`src/rtl/memory_responder.sv`:
```
`default_nettype none
// ============================================================================
// Module      : memory_responder
// Description : Arbitrates instruction and data requests onto one wait-state
//               RAM port and answers each with a single-cycle hit pulse.
// Revision    : 1.0 - initial release
// ============================================================================
module memory_responder #(
    parameter int ADDR_W  = 32,
    parameter int DATA_W  = 32,
    parameter int TIMEOUT = 255
) (
    input  logic              CLK,
    input  logic              nRST,
    input  logic              iREN,
    input  logic [ADDR_W-1:0] iaddr,
    output logic              ihit,
    output logic [DATA_W-1:0] iload,
    input  logic              dREN,
    input  logic              dWEN,
    input  logic [ADDR_W-1:0] daddr,
    input  logic [DATA_W-1:0] dstore,
    output logic              dhit,
    output logic [DATA_W-1:0] dload,
    output logic              ram_ren,
    output logic              ram_wen,
    output logic [ADDR_W-1:0] ram_addr,
    output logic [DATA_W-1:0] ram_store,
    input  logic [DATA_W-1:0] ram_load,
    input  logic [1:0]        ram_state,
    output logic              bus_err,
    input  logic              err_clr
);

    localparam logic [1:0]  c_RAM_ACCESS = 2'b10;
    localparam logic [1:0]  c_RAM_ERROR  = 2'b11;
    localparam logic [15:0] c_CNT_LAST   = 16'(TIMEOUT - 1);

    typedef enum logic [2:0] {
        IDLE  = 3'd0,
        D_REQ = 3'd1,
        I_REQ = 3'd2,
        D_RSP = 3'd3,
        I_RSP = 3'd4
    } state_t;

    state_t              r_state;
    logic [15:0]         r_cnt;
    logic                r_last_d;
    logic                r_wr;
    logic [DATA_W-1:0]   r_data;
    logic                r_ihit;
    logic [DATA_W-1:0]   r_iload;
    logic                r_dhit;
    logic [DATA_W-1:0]   r_dload;
    logic                r_ram_ren;
    logic                r_ram_wen;
    logic [ADDR_W-1:0]   r_ram_addr;
    logic [DATA_W-1:0]   r_ram_store;
    logic                r_bus_err;

    logic w_dpend;
    logic w_serve_d;
    logic w_serve_i;
    logic w_in_req;
    logic w_access;
    logic w_abort;

    // Round-robin only matters when both ports compete; last_d picks the loser of last time.
    assign w_dpend   = dREN | dWEN;
    assign w_serve_d = w_dpend & (~iREN | ~r_last_d);
    assign w_serve_i = iREN & ~w_serve_d;

    assign w_in_req  = (r_state == D_REQ) || (r_state == I_REQ);
    assign w_access  = (ram_state == c_RAM_ACCESS);
    assign w_abort   = w_in_req && !w_access &&
                       ((ram_state == c_RAM_ERROR) || (r_cnt == c_CNT_LAST));

    always_ff @(posedge CLK or negedge nRST) begin
        if (!nRST) begin
            r_state     <= IDLE;
            r_cnt       <= '0;
            r_last_d    <= 1'b0;
            r_wr        <= 1'b0;
            r_data      <= '0;
            r_ihit      <= 1'b0;
            r_iload     <= '0;
            r_dhit      <= 1'b0;
            r_dload     <= '0;
            r_ram_ren   <= 1'b0;
            r_ram_wen   <= 1'b0;
            r_ram_addr  <= '0;
            r_ram_store <= '0;
            r_bus_err   <= 1'b0;
        end else begin
            case (r_state)
                IDLE: begin
                    r_ihit  <= 1'b0;
                    r_dhit  <= 1'b0;
                    r_iload <= '0;
                    r_dload <= '0;
                    // While a hit is still visible the requester has not yet dropped its level.
                    if (!(r_ihit || r_dhit)) begin
                        if (w_serve_d) begin
                            r_state     <= D_REQ;
                            r_wr        <= dWEN;
                            r_ram_ren   <= ~dWEN;
                            r_ram_wen   <= dWEN;
                            r_ram_addr  <= daddr;
                            r_ram_store <= dWEN ? dstore : '0;
                        end else if (w_serve_i) begin
                            r_state     <= I_REQ;
                            r_wr        <= 1'b0;
                            r_ram_ren   <= 1'b1;
                            r_ram_wen   <= 1'b0;
                            r_ram_addr  <= iaddr;
                            r_ram_store <= '0;
                        end
                    end
                end
                D_REQ, I_REQ: begin
                    r_cnt <= r_cnt + 16'd1;
                    if (w_access || w_abort) begin
                        r_data      <= w_access ? ram_load : '0;
                        r_ram_ren   <= 1'b0;
                        r_ram_wen   <= 1'b0;
                        r_ram_addr  <= '0;
                        r_ram_store <= '0;
                        r_state     <= (r_state == D_REQ) ? D_RSP : I_RSP;
                    end
                end
                D_RSP: begin
                    r_dhit   <= 1'b1;
                    r_dload  <= r_wr ? '0 : r_data;
                    r_last_d <= 1'b1;
                    r_cnt    <= '0;
                    r_state  <= IDLE;
                end
                I_RSP: begin
                    r_ihit   <= 1'b1;
                    r_iload  <= r_data;
                    r_last_d <= 1'b0;
                    r_cnt    <= '0;
                    r_state  <= IDLE;
                end
                default: begin
                    r_state <= IDLE;
                end
            endcase

            if (w_abort) begin
                r_bus_err <= 1'b1;
            end else if (err_clr) begin
                r_bus_err <= 1'b0;
            end
        end
    end

    assign ihit      = r_ihit;
    assign iload     = r_iload;
    assign dhit      = r_dhit;
    assign dload     = r_dload;
    assign ram_ren   = r_ram_ren;
    assign ram_wen   = r_ram_wen;
    assign ram_addr  = r_ram_addr;
    assign ram_store = r_ram_store;
    assign bus_err   = r_bus_err;

endmodule
`default_nettype wire

```
`config.mk`:
```
export PLATFORM = sky130hd
export DESIGN_NAME = memory_responder
export DESIGN_NICKNAME = d
export VERILOG_FILES = /design/src/rtl/memory_responder.sv
export SDC_FILE = /design/constraint.sdc
export NUM_CORES = 1
export LEC_CHECK = 0
export CORE_MARGIN = 2
export CORE_UTILIZATION = 40
export CTS_BUF_LIST = sky130_fd_sc_hd__clkbuf_8 sky130_fd_sc_hd__clkbuf_16
export CTS_CLUSTER_DIAMETER = 50
export DETAILED_ROUTE_END_ITERATION = 16
export PLACE_DENSITY = 0.7
export SLEW_MARGIN = 20
export SYNTH_ARGS = -nofsm -noshare
export SYNTH_HDL_FRONTEND = slang
export SYNTH_SLANG_ARGS = --single-unit
```
`constraint.sdc`:
```
create_clock -name CLK -period 3.03 [get_ports CLK]
set_input_delay 0.606 -clock CLK [delete_from_list [all_inputs] [get_ports CLK]]
set_output_delay 0.606 -clock CLK [all_outputs]
set_load 0.005 [all_outputs]
```
==> results of run 1 <==
where the power goes:
group	switching, mW	internal (mW)	leakage, nW
registers	0.453	3.15	2.52
clock network	1.08	1.12	0.286
logic	1.82	1.82	2.12
total	3.35	6.10	4.92
kinds of logic after synthesis:
family                     synth area share
AOI/OAI and AO/OA                     0.180
xor gates and xnor gates            0.00433
adders and majority gates           0.00309
buffers and inverters                0.0562
DFF                                   0.576
muxes                                0.0868
and+or+nand+nor                      0.0944
registers in the layout (all words and copies together), names as in the netlist:
name / count
r_state: 3
r_data: 32
dhit: 1
ram_wen: 1
ihit: 1
iload: 32
bus_err: 1
r_wr: 1
ram_ren: 1
dload: 32
r_last_d: 1
ram_store: 32
r_cnt: 16
ram_addr: 32
layout make-up:
type,instances,share of cell area
Sequential cell,186,0.400
Multi-Input combinational cell,425,0.258
Timing Repair Buffer,288,0.250
Clock buffer,18,0.0378
Tap cell,270,0.0291
Clock inverter,14,0.0127
Inverter,37,0.0119
routing by layer:
metal  GRT usage  share of wire
met2       0.345           0.47
met1       0.277           0.43
met4      0.0534          0.012
met3      0.0719          0.088
met5           0              0
through the flow:
stage | std cells | setup slack, ns | utilization
after floorplan | 708 | 1.02 | -
after global placement | 1206 | 0.423 | 0.551
after detailed placement | 1206 | 0.414 | 0.551
after CTS | 1238 | 0.845 | 0.580
after global routing | 1238 | 0.702 | 0.580
final | 1238 | 0.804 | 0.580
synth_stat cells, drive strengths merged (3+ instances only):
cell type	number
nor2	11
nand2	119
o21ai	43
xor2	3
mux2i	33
a22o	32
dfrtp	186
clkbuf	35
and3	4
buf	25
a31oi	7
nand3	5
nand4	5
or2	3
a32o	66
nor3	7
inv	37
and2	4
a21oi	11
mux2	33
worst max path at each step:
stage                     to  cells past startpoint  slack, ns    startpoint
2_1_floorplan   ram_addr[10]                      6       1.02          iREN
3_3_place_gp    ram_addr[30]                      6       0.42  ram_state[1]
3_5_place_dp   ram_store[12]                      6       0.41          dWEN
4_1_cts        ram_store[12]                      6       0.85          dWEN
5_1_grt        ram_store[12]                      6       0.70          dWEN
6_report       ram_store[12]                      6       0.80          dWEN
==> run_results.csv, run 1 <==
group,metric,value,unit
setup_path,end_kind,"flip-flop",
floorplanning,start_util,0.404,
synthesis,synth_top_area_cell,"dfrtp_1",
placement,place_area,11000,um^2
detailed_routing,viasPerCell,5.28,
cts,cts_tree,"built",
detailed_routing,drtIter0Drc,286,
setup_path,r2r_slack,0.86,ns
global_routing,grt_max_degree,70,
detailed_routing,drtAntennaViolNets,0,
setup_path,required,3.34,ns
cells_and_area,nFillCells,1707,
setup_path,slowest_delay,0.54,ns
cells_and_area,syn_to_final_growth,43.8,%
sta,tightest_slew,0.690,ns
setup_path,crit_type,"in -> reg",
global_routing,grt_pass1_wl,36400,um
cells_and_area,final_cell_mix,"clkdlybuf4s50_1, dfrtp_1, nand2_1",
sta,fin_setup_tns,0,ns
setup_path,cpMaxStageDelayCell,"clkdlybuf4s50_1",
setup_path,startpoint_type,"input pin",
setup_path,cp_max_fo,65,
cells_and_area,final_nets,1093,
setup_path,cpLargestDelayFamily,"buffers and inverters",
cts,clk_latency,0.43,ns
detailed_routing,drt-wirelength-per-cell,18.4,um
detailed_routing,vias,6542,
placement,portBuffers,268,
hold_path,hold_class,"in -> async",
sta,period_minus_slack,2.23,ns
detailed_routing,route.detailed.drc,0,
setup_path,cp_cell_sequence,"clkdlybuf4s50_1 > or3_1 > a221oi_1 > or3b_2 > buf_12 > a32o_1",
cts,post_cts_resize_count,0,
cts,cts_max_level,4,
synthesis,ys_ff_latch,186,
global_routing,grt_pass1_vias,6550,
cells_and_area,multi_input_area,3000,um^2
cells_and_area,antenna_cells,0,
cells_and_area,layout_commonest_cell,"clkdlybuf4s50_1",
sta,skew,0.0117,ns
cts,clock-sinks,186,
setup_path,timing.rr.start,"r_cnt[0]",
synthesis,synth_edf_count,0,
cells_and_area,seq_area,4660,um^2
global_routing,grt_overflow,0,
sta,finalCritPeriodShare,0.734,
flow_run,maxCapViolCount,0,
synthesis,ys_types,57,
floorplanning,dieArea,21400,um^2
synthesis,syn_nets,846,
detailed_routing,drtPass1Iterations,5,
setup_path,worstRegToRegCells,7,
detailed_routing,wl,22800,um
setup_path,worst_ep_arrival_time,2.54,ns
cts,cts_made_buffers,17,
synthesis,syn-instance-count,708,
floorplanning,rows,52,
synthesis,ys_top_cells_by_area,"dfrtp_1, a32o_1, nand2_1",
placement,gp_congestion,0.788,
global_routing,grt_usage,0.213,
power_and_ir_drop,vdd_drop_max,0.540,mV
synthesis,synth.avg_cell_area,11.4,um^2
synthesis,ys.flop_type,"dfrtp_1",
sta,timing.hold.ws,0.182,ns
power_and_ir_drop,finalPower,9.45,mW
sta,rsz0062_at_grt,"no",
power_and_ir_drop,leakage,4.92,nW
cells_and_area,design_area,11600,um^2
outcome,run_status,"finished, final reports clean",
floorplanning,die_w,146,um
synthesis,synthesis.area,8090,um^2
cts,postCtsHoldBufs,0,
floorplanning,io_pins,269,
cells_and_area,drive_above_1_share,0.104,
setup_path,worst-path-buf-inv,2,
placement,hpwl,15500,um
sta,relSlewSlack,0.536,
synthesis,yosysSeqAreaShare,0.576,
cts,path_clk_slew,0.07,ns
synthesis,async_flop_share,1.00,
sta,fmax,449,MHz
floorplanning,fp.dieH,146,um
sta,setup_viol,0,
global_routing,antenna_found_initial,0,
cts,cts-root-buf,"clkbuf_16",
floorplanning,core_area,20000,um^2
setup_path,timing.rr.end,"ram_store[12]",
power_and_ir_drop,power.density,812,nW/um^2
sta,slew_viol_final,0,
synthesis,ys_warn_count,0,
synthesis,synth_top_area_share,0.576,
sta,hold_viol_final,0,
cts,cts_setup_buffers,0,
cts,clockBufferDepth,2,
No activity file was read; power rests on OpenSTA's default activity.
==> inputs of run 2 (changes only) <==
- clock period: 3.03 -> 2.3 ns (I/O delays scaled with it)
==> run 2 against run 1 <==
  * Setup slack worse by 0.56 ns
  * Combinational power is 34% higher
  * Final cell count grew 0.81%
  * Wire length decreased by 1.4%
  * Die area did not move
  * Clock power is 33% higher
  * Flip-flop and latch count did not move
  * Hold slack worse by 0.16 ns
  * Sequential power is 33% higher
  * Register-to-register slack worse by 0.61 ns
  * Power up 33%
  * Global-route usage is 0.068 points lower
  * Critical endpoint is now ram_addr[27]
  * Largest cell class unchanged
==> run_results.csv, run 2 (synthesis results as in run 1) <==
group,metric,value,unit
outcome,run_status,"finished, final reports clean",
floorplanning,dieArea,21400,um^2
global_routing,antenna_found_initial,0,
floorplanning,rows,52,
detailed_routing,viasPerCell,5.27,
floorplanning,fp.dieH,146,um
cts,cts-root-buf,"clkbuf_16",
global_routing,grt_max_degree,66,
cells_and_area,layout_commonest_cell,"clkdlybuf4s50_1",
setup_path,cp_max_fo,65,
cells_and_area,final_nets,1103,
sta,setup_viol,0,
detailed_routing,route.detailed.drc,0,
setup_path,worstRegToRegCells,7,
floorplanning,core_area,20000,um^2
floorplanning,die_w,146,um
sta,relSlewSlack,0.546,
setup_path,crit_type,"reg -> reg",
detailed_routing,vias,6575,
sta,hold_viol_final,0,
floorplanning,io_pins,269,
detailed_routing,drtPass1Iterations,5,
detailed_routing,drtIter0Drc,381,
setup_path,startpoint_type,"flip-flop",
placement,place_ws,-0.118,ns
cts,cts_max_level,4,
sta,period_minus_slack,2.05,ns
power_and_ir_drop,leakage,5.00,nW
cts,clk_latency,0.43,ns
cells_and_area,syn_to_final_growth,45.7,%
sta,tightest_slew,0.681,ns
global_routing,grt_pass1_wl,36100,um
sta,fmax,487,MHz
setup_path,r2r_slack,0.25,ns
hold_path,hold_class,"in -> async",
cells_and_area,instances_no_fill,1248,
global_routing,grt_overflow,0,
power_and_ir_drop,vdd_drop_max,0.662,mV
placement,hpwl,15500,um
cts,cts_tree,"built",
setup_path,timing.rr.start,"r_cnt[0]",
flow_run,maxCapViolCount,0,
sta,rsz0062_at_grt,"no",
detailed_routing,drtAntennaViolNets,0,
cells_and_area,drive_above_1_share,0.112,
sta,layout_setup_ws,0.246,ns
sta,skew,0.0157,ns
sta,finalCritPeriodShare,0.893,
cts,postCtsHoldBufs,0,
setup_path,timing.rr.end,"ram_addr[27]",
placement,portBuffers,268,
global_routing,grt_usage,0.212,
cts,clock-sinks,186,
cts,clockBufferDepth,2,
sta,slew_viol_final,0,
cts,post_cts_resize_count,0,
cells_and_area,final_cell_mix,"clkdlybuf4s50_1, dfrtp_1, nand2_1",
floorplanning,start_util,0.404,
power_and_ir_drop,power.density,1070,nW/um^2
detailed_routing,drt-wirelength-per-cell,18.0,um
global_routing,grt_pass1_vias,6564,
setup_path,worst_ep_arrival_time,2.37,ns
setup_path,end_kind,"flip-flop",
detailed_routing,wl,22500,um
cells_and_area,antenna_cells,0,
placement,gp_congestion,0.816,
cts,path_clk_slew,0.07,ns
cts,cts_made_buffers,17,
cts,cts_setup_buffers,0,
placement,placedCellCount,1216,
setup_path,required,2.62,ns
-- run 2: area by class of cell --
cell class	count	area, um^2
clock buffer	18	439
inverter	37	139
timing repair buffer	298	3060
sequential	186	4660
tap	270	338
clock inverter	14	154
multi-input combinational	425	3000
fill	1710	8260
-- run 2: routing by layer --
metal  share of wire  global-route usage  up-vias
met3           0.093              0.0809       26
met4           0.018              0.0587        0
met1            0.42               0.274     3214
met2            0.47               0.336      252
li1                -                   -     3083
met5               0                   0        -
-- run 2: power by group --
part | internal (mW) | total (mW) | switching [mW]
clock | 1.57 | 2.92 | 1.35
sequential | 4.16 | 4.79 | 0.634
combinational | 2.51 | 4.87 | 2.35
total | 8.24 | 12.6 | 4.33
-- run 2: critical path: stages, from the launching register on --
cell and delay [ns]:
dfrtp_1 0.44, inv_1 0.08, ha_1 0.15, and4b_1 0.20, nand4_2 0.17, or2_2 0.36, buf_12 0.21, a32o_1 0.30
-- run 2: worst max-delay path by stage --
stage,startpoint,endpoint,slack [ns]
final,r_cnt[0],ram_addr[27],0.25
after CTS,r_cnt[0],ram_addr[15],0.25
after floorplan,iREN,ram_addr[10],0.43
after global routing,r_cnt[0],r_data[19],0.14
after global placement,ram_state[1],ram_addr[27],-0.09
after detailed placement,ram_state[1],ram_addr[27],-0.12
-- run 2: stage by stage --
step                power [mW]  area [um^2]  hold WS [ns]  TNS (ns)   util
global placement          9.67        11200         0.462     -5.70  0.558
floorplan                 7.29         8090         0.164         0      -
finish                    12.6        11800        0.0196         0  0.588
global route              13.4        11800        0.0302         0  0.588
CTS                       12.7        11800        0.0209         0  0.588
detailed placement        9.76        11200         0.466     -6.81  0.558
